[config.mk]
export PLATFORM = sky130hd
export DESIGN_NAME = tnoc_flit_vc_sender
export DESIGN_NICKNAME = d
export VERILOG_FILES = /design/src/rtl/tnoc_flit_vc_sender.sv
export SDC_FILE = /design/constraint.sdc
export NUM_CORES = 1
export LEC_CHECK = 0
export ABC_AREA = 0
export BUFFER_PORTS_ARGS = -buffer_cell sky130_fd_sc_hd__buf_2
export CORE_UTILIZATION = 40
export CTS_CLUSTER_SIZE = 20
export DETAILED_ROUTE_END_ITERATION = 10
export PLACE_DENSITY_LB_ADDON = 0.1
export RECOVER_POWER = 100
export SLEW_MARGIN = 20
export SYNTH_ARGS = -nofsm -noshare
export SYNTH_HDL_FRONTEND = slang
export SYNTH_SLANG_ARGS = --single-unit
[constraint.sdc]
create_clock -name clk -period 1.9 [get_ports clk]
set_input_delay 0.38 -clock clk [delete_from_list [all_inputs] [get_ports clk]]
set_output_delay 0.38 -clock clk [all_outputs]
set_load 0.005 [all_outputs]
[src/rtl/tnoc_flit_vc_sender.sv]
// tnoc_flit_vc_sender
// Merges CHANNELS per-VC flit streams onto one shared flit lane with a
// one-hot per-VC valid. Arbitration is packet-atomic round robin among VCs
// presenting a head flit with downstream room; once a multi-flit packet
// starts, only its VC is served until the tail goes out. A single output
// register gives one-cycle latency and sustains one flit per cycle by
// reloading in the same cycle it drains.
module tnoc_flit_vc_sender #(
  parameter int CHANNELS   = 2,
  parameter int FLIT_WIDTH = 64
) (
  input  logic                           clk,
  input  logic                           rst,
  input  logic                           i_clear,
  input  logic [CHANNELS-1:0]            i_valid,
  output logic [CHANNELS-1:0]            o_ready,
  input  logic [CHANNELS*FLIT_WIDTH-1:0] i_flit,
  input  logic [CHANNELS-1:0]            i_head,
  input  logic [CHANNELS-1:0]            i_tail,
  output logic [CHANNELS-1:0]            o_valid,
  input  logic [CHANNELS-1:0]            i_ready,
  input  logic [CHANNELS-1:0]            i_vc_available,
  output logic [FLIT_WIDTH-1:0]          o_flit,
  output logic                           o_busy
);

  localparam int IDX_W = (CHANNELS > 1) ? $clog2(CHANNELS) : 1;

  typedef enum logic {
    ST_IDLE,
    ST_LOCKED
  } state_e;

  state_e                state_q, state_d;
  logic [IDX_W-1:0]      grant_q, grant_d;
  logic [IDX_W-1:0]      ptr_q,   ptr_d;
  logic [CHANNELS-1:0]   valid_q, valid_d;
  logic [FLIT_WIDTH-1:0] flit_q,  flit_d;

  logic                  flush;
  logic                  drain;
  logic                  load_ok;
  logic [CHANNELS-1:0]   req;
  logic [IDX_W-1:0]      pick;
  logic                  pick_found;
  logic [IDX_W-1:0]      sel;
  logic                  accept;
  logic                  sel_tail;
  logic [FLIT_WIDTH-1:0] sel_flit;

  // A clear behaves exactly like reset, including blocking new accepts.
  assign flush   = rst | i_clear;
  assign drain   = |(valid_q & i_ready);
  // The output register may take a new flit when empty or emptying now.
  assign load_ok = ~(|valid_q) | drain;
  // Only a head flit whose downstream VC has room may open a packet.
  assign req     = i_valid & i_head & i_vc_available;

  // Round-robin search over head requests, starting at the pointer.
  always_comb begin
    // NOTE: every combinational output gets a default first so no path
    // through the block leaves a variable unassigned and infers a latch.
    logic [IDX_W-1:0] idx;
    pick       = '0;
    pick_found = 1'b0;
    idx        = '0;
    for (int i = 0; i < CHANNELS; i++) begin
      idx = IDX_W'((int'(ptr_q) + i) % CHANNELS);
      if (!pick_found && req[idx]) begin
        pick       = idx;
        pick_found = 1'b1;
      end
    end
  end

  // Source-side handshake: at most one VC is offered ready at a time.
  always_comb begin
    o_ready = '0;
    if (!flush && load_ok) begin
      if (state_q == ST_LOCKED) begin
        o_ready[grant_q] = 1'b1;
      end else if (pick_found) begin
        o_ready[pick] = 1'b1;
      end
    end
  end

  assign sel      = (state_q == ST_LOCKED) ? grant_q : pick;
  assign accept   = |(i_valid & o_ready);
  assign sel_tail = i_tail[sel];
  assign sel_flit = i_flit[int'(sel)*FLIT_WIDTH +: FLIT_WIDTH];

  // Next state for the packet FSM, round-robin pointer and output register.
  always_comb begin
    state_d = state_q;
    grant_d = grant_q;
    ptr_d   = ptr_q;
    valid_d = valid_q;
    flit_d  = flit_q;
    if (drain) begin
      valid_d = '0;
    end
    if (accept) begin
      valid_d = CHANNELS'(1) << sel;
      flit_d  = sel_flit;
      if (sel_tail) begin
        state_d = ST_IDLE;
        ptr_d   = (sel == IDX_W'(CHANNELS - 1)) ? '0 : sel + IDX_W'(1);
      end else begin
        state_d = ST_LOCKED;
        grant_d = sel;
      end
    end
  end

  // State registers; a flush discards the held flit and restarts arbitration.
  always_ff @(posedge clk) begin
    // NOTE: sequential state uses non-blocking assignments so every register
    // samples the pre-edge values, independent of statement order.
    if (flush) begin
      state_q <= ST_IDLE;
      grant_q <= '0;
      ptr_q   <= '0;
      valid_q <= '0;
      flit_q  <= '0;
    end else begin
      state_q <= state_d;
      grant_q <= grant_d;
      ptr_q   <= ptr_d;
      valid_q <= valid_d;
      flit_q  <= flit_d;
    end
  end

  assign o_valid = valid_q;
  assign o_flit  = flit_q;
  assign o_busy  = (state_q == ST_LOCKED) | (|valid_q);

endmodule

**After elaboration in Yosys (flattened, before gate mapping)**

Index checks and enable logic that the tools add are counted.

- Register bits: 69
- Input port bits: 141
- Output and inout bits: 69

- $add $sub $neg: 2
- $lt $le $gt $ge: 7
- Shift operators: 2
- Multiplexer cells: 22
- Bitwise operators: 9
- Reduce and logical (&&, ||, !) cells: 12

Operators with widths:

| operator | count |
|---|---|
| variable part select 128 x 8 -> 64 bit | 1 |
| two-way mux 1 bit | 15 |
| less-than comparator 1 x 2 -> 1 bit (second input constant) | 5 |
| two-way mux 2 bit | 5 |
| bitwise AND 2 bit | 4 |
| OR reduction 2 bit | 3 |
| logical AND 1 bit | 4 |
| AND reduction 2 bit | 2 |
| OR 1 bit | 3 |
| adder 1 bit (second input constant) | 2 |
| demux 1 bit (select 1 bit) | 2 |
| >= comparator 1 bit (second input constant) | 2 |
| logical NOT 1 bit | 2 |
| NOT 1 bit | 2 |
| nonzero test 2 bit | 1 |
| left shift 1 x 1 -> 2 bit (first input constant) | 1 |

**Logic depth before layout (Yosys ltp)**

- Word-level depth: 18
- Gate-level depth with buffers: 8
- Mapped depth without buffers: 5

**Worst setup path after synthesis**

OpenSTA, ideal clock, no wires.

- Kind: input port to flip-flop
- From: input i_clear
- To: register flit_q[41], in the netlist o_flit[41]
- Library setup time: 69 ps
- Arrival time: 1,718 ps
- Required time: 1,831 ps
- Setup slack: 113 ps
- Stages: 8
- Path through: nor2_1 > o21a_1 > and4_1 > buf_2 > buf_4 > clkbuf_1 > a22oi_1 > o21ai_1

- Longest elaborated chain between the ends: 6

RTL lines:

| element | RTL line | text |
|---|---|---|
| from (decl) | 14 | `input logic i_clear,` |
| OR 1 bit (*) | 52 | `assign flush = rst \| i_clear;` |
| logical NOT 1 bit | 79 | `if (!flush && load_ok) begin` |
| logical AND 1 bit | 79 |  |
| two-way mux 2 bit | 79 |  |
| bitwise AND 2 bit | 89 | `assign accept = \|(i_valid & o_ready);` |
| OR reduction 2 bit | 89 |  |
| to (signal assigned) | 131 | `flit_q <= flit_d;` |
| to (decl) | 38 | `logic [FLIT_WIDTH-1:0] flit_q, flit_d;` |

Every way passes the cells marked *; elsewhere a longest branch is shown, timed or not.
A chain may end at the register's enable or synchronous reset.

**Worst setup path after layout**

- From: register ptr_q
- To: output o_ready[1]

- Longest elaborated chain between the ends: 13
- Elaborated cells on any way between the ends: 19
- Those cells by class: add/sub: 1; order compare: 2; mux: 13; reduce/logical: 3

RTL lines:

| element | RTL line | text |
|---|---|---|
| from (decl) | 36 | `logic [IDX_W-1:0] ptr_q, ptr_d;` |
| from (signal assigned) | 129 | `ptr_q <= ptr_d;` |
| two-way mux 1 bit (implied by the code) (2 in series) | 69 | `if (!pick_found && req[idx]) begin` |
| two-way mux 1 bit | 69 |  |
| logical NOT 1 bit | 69 |  |
| logical AND 1 bit | 69 |  |
| two-way mux 1 bit | 69 |  |
| less-than comparator 1 x 2 -> 1 bit (implied by the code) or >= comparator 1 bit (tied branches) | 83 | `o_ready[pick] = 1'b1;` |
| logical AND 1 bit (implied by the code) | 83 |  |
| two-way mux 1 bit (implied by the code) | 83 |  |
| demux 1 bit (select 1 bit) | 83 |  |
| two-way mux 2 bit (*) | 82 | `end else if (pick_found) begin` |
| two-way mux 2 bit (*) | 80 | `if (state_q == ST_LOCKED) begin` |
| two-way mux 2 bit (*) | 79 |  |
| to (decl) | 16 | `output logic [CHANNELS-1:0] o_ready,` |

Every way passes the cells marked *; elsewhere a longest branch is shown, timed or not. The select of a mux whose other input is x is not followed.

==> run summary <==
run status -> complete, but fails checks
failing checks -> setup timing
kind of end point of the critical path -> primary output
synth top area cells -> dfxtp_1, a22oi_1, nand2_1
CTS hold repair buffers -> 0
total of warnings raised by yosys -> 0
placed cell count -> 618
FF+latch count, synth -> 69
initial antenna violation count -> 0
number of maximum-capacitance violations -> 0
Final Max Tran Viols -> 0
quantity of I/O buffers inserted on ports -> 209
Final Hold Violating Endpoints -> 0
register area -> 1380 sq um
routed vias -> 3218
Hold Path Origin -> i_flit[9]
power density relative to cell area -> 704 nW/um^2
Final Wtd Congestion -> 0.886
startpoint type of the worst setup path -> flip-flop
Detailed Route Iter0 Violations -> 99
post-route DRC violation count -> 0
average wire per cell in the routed design -> 13.4 um
worst slew margin relative to its limit -> 79.1%
clock network latency to the later pin of the worst-skew pair -> 0.33 ns
non-filler cells, final -> 637
area share of the leading cell type in the synthesized netlist -> 48.7%
antenna-violating nets left -> 0
startpoint-to-endpoint class of the critical path -> reg -> out
global route overflow -> 0
Worst R2R Start -> o_valid[0]$_SDFFE_PP0P_
average via count per standard cell -> 5.05
distinct cell type count of the synthesized netlist -> 28
data required time at the worst endpoint -> 1.52 ns
Reg2Reg Capture Point -> o_flit[38]$_SDFFE_PP0P_
flip-flop cell with the highest count after synthesis -> dfxtp_1
Hold Path End -> o_flit[9]$_SDFFE_PP0P_
die outline height -> 86.2 um
die span in x -> 86.2 um
global routing usage summed across all routing layers -> 22.5%
Lkg Pwr -> 1.79 nW
largest net degree at the start of global routing -> 71
unrepaired setup endpoints after global routing -> yes
Worst Hold Slack -> 0.265 ns
final core utilization -> 61.3%
transition at the pin with the smallest max-transition slack -> 0.313 ns
arrival time at the worst endpoint -> 1.52 ns
vias in the first global route -> 2945
TritonCTS clock tree -> done
count of flip-flops with a built-in enable after synthesis -> 0
drt total wl -> 8520 um
Post-Syn Instances -> 331
n_diodes -> 0
Worst Clk Skew -> 0.00713 ns
number of buffers added by the clock tree synthesis step -> 9
global-route wire length before repair -> 13100 um
Largest stage delay, worst path -> 0.35 ns
Sink Count -> 69
cell type with the highest aggregate area in the netlist -> dfxtp_1
maximum ir drop on the vdd rail -> 0.375 mV
PnR Total Power -> 2.95 mW
Max H-tree Level -> 3
HPWL Detailed -> 6150 um
post-placement worst setup slack -> -0.00932 ns
achievable frequency -> 526 MHz
clk slew on worst S/H paths -> 0.08 ns
synthesized area per cell -> 8.57 sq um
highest-delay cell along the critical path -> dfxtp_2
root buffer selected by CTS -> clkbuf_8
Layout Area Growth over Synthesis -> 47.6%
summed instance area of the synthesized netlist -> 2840 sq um
fin worst setup slack -> -0.00180 ns
Die Outline Area -> 7430 sq um
cell depth of the worst hold path -> 3
commonest cells in the netlist -> dfxtp_1, nand2_1, a22oi_1, o21ai_0, o21ai_1
initial core utilization -> 41.5%
share of the clock period used by the worst path after layout -> 100%
R2R setup slack -> 0.13 ns
standard-cell row count -> 30
drt pass-1 iters -> 5
Post-Syn Nets -> 472
leading cell type by number of instances after synthesis -> dfxtp_1
number of buffers on the longest clock path -> 2
number of nets in the layout -> 678
area of combinational cells with multiple inputs -> 1310 sq um
min cycle time layout -> 1.90 ns
worst path cell trace -> and4b_1, o31ai_2, buf_4, and2_4, buf_6
filler cell count in the final layout -> 659
total of endpoints with negative setup slack in the final report -> 1
Synth async-reset ratio -> 0%
number of cells on the worst reg-to-reg path -> 6
sequential fraction of the synthesis area -> 48.7%
area of the core -> 6830 sq um
fraction of final layout cells sized beyond drive strength 1 -> 37.9%
min-delay worst type -> in -> reg
total I/O pin count -> 210
crit path max fanout -> 3
stage by stage:
step                setup TNS (ns)  area [sq um]
finish                    -0.00180          4190
global route               -0.0935          4190
CTS                              0          4210
detailed placement         -0.0173          4000
global placement                 0          4000
floorplan                        0          2840
state kept, by name, summed over array words and instances, names as in the netlist:
| name | count |
|---|---|
| o_flit | 64 |
| o_valid | 2 |
| grant_q | 1 |
| ptr_q | 1 |
| state_q | 1 |
worst max path at each step:
stage          cells after the start          startpoint                       to  slack (ns)
2_1_floorplan                      8             i_clear  o_flit[41]$_SDFFE_PP0P_        0.11
3_3_place_gp                       7          i_ready[0]  o_flit[20]$_SDFFE_PP0P_        0.04
3_5_place_dp                       7          i_ready[0]  o_flit[38]$_SDFFE_PP0P_      -0.009
4_1_cts                            5  ptr_q$_SDFFE_PP0P_               o_ready[1]       0.007
5_1_grt                            5  ptr_q$_SDFFE_PP0P_               o_ready[1]       -0.09
6_report                           5  ptr_q$_SDFFE_PP0P_               o_ready[1]      -0.002
cells in the final DEF (no fill, tap or decap), types with 2 or more instances in the layout:
master,instances
a211oi_1,2
a22oi_1,64
and3_1,2
buf_12,4
buf_2,166
buf_4,11
buf_6,2
clkbuf_1,41
clkbuf_8,11
clkinv_2,2
dfxtp_1,68
inv_1,2
mux2i_1,3
nand2_1,68
nand3_1,4
o21a_1,3
o21ai_0,40
o21ai_1,29
o21bai_1,2
logic make-up after synthesis:
logic type / synth area share [%]
AOI/OAI and AO/OA: 32.2
and+or+nand+nor: 12.3
DFF: 48.7
buffers and inverters: 5.73
muxes: 1.06
metal layers:
metal | GRT usage [%] | part of all wire (%) | wire (um) | vias to the layer above
met5 | 0 | 0 | 0 | -
met4 | 12.7 | 2.5 | 214 | 0
met3 | 6.10 | 7.4 | 633 | 19
met2 | 39.6 | 48 | 4070 | 144
met1 | 24.4 | 42 | 3610 | 1446
li1 | - | - | - | 1609
what timing repair did:
action                     in CTS  in global routing
buffers inserted                1                  3
resized for setup               1                  3
pin swaps                       0                  1
setup endpoints to repair       1                  2
report_power, final:
group	switching (mW)	internal [mW]	leakage [nW]
registers	0.0126	1.47	0.558
logic	0.124	0.153	1.13
clock network	0.523	0.666	0.101
total	0.659	2.29	1.79
area by class of cell:
type | count | share of cell area (%)
Inverter | 2 | 0.179
Sequential cell | 69 | 33.0
Clock inverter | 4 | 1.14
Multi-Input combinational cell | 230 | 31.2
Clock buffer | 11 | 3.62
Tap cell | 96 | 2.87
Timing Repair Buffer | 225 | 28.0
critical path: cells and delay by family (launching register included):
family	cells	cell delay, ns
DFF	1	0.35
and+or+nand+nor	2	0.36
AOI/OAI and AO/OA	1	0.25
buffers and inverters	2	0.25
No activity file was read; power rests on OpenSTA's default activity.
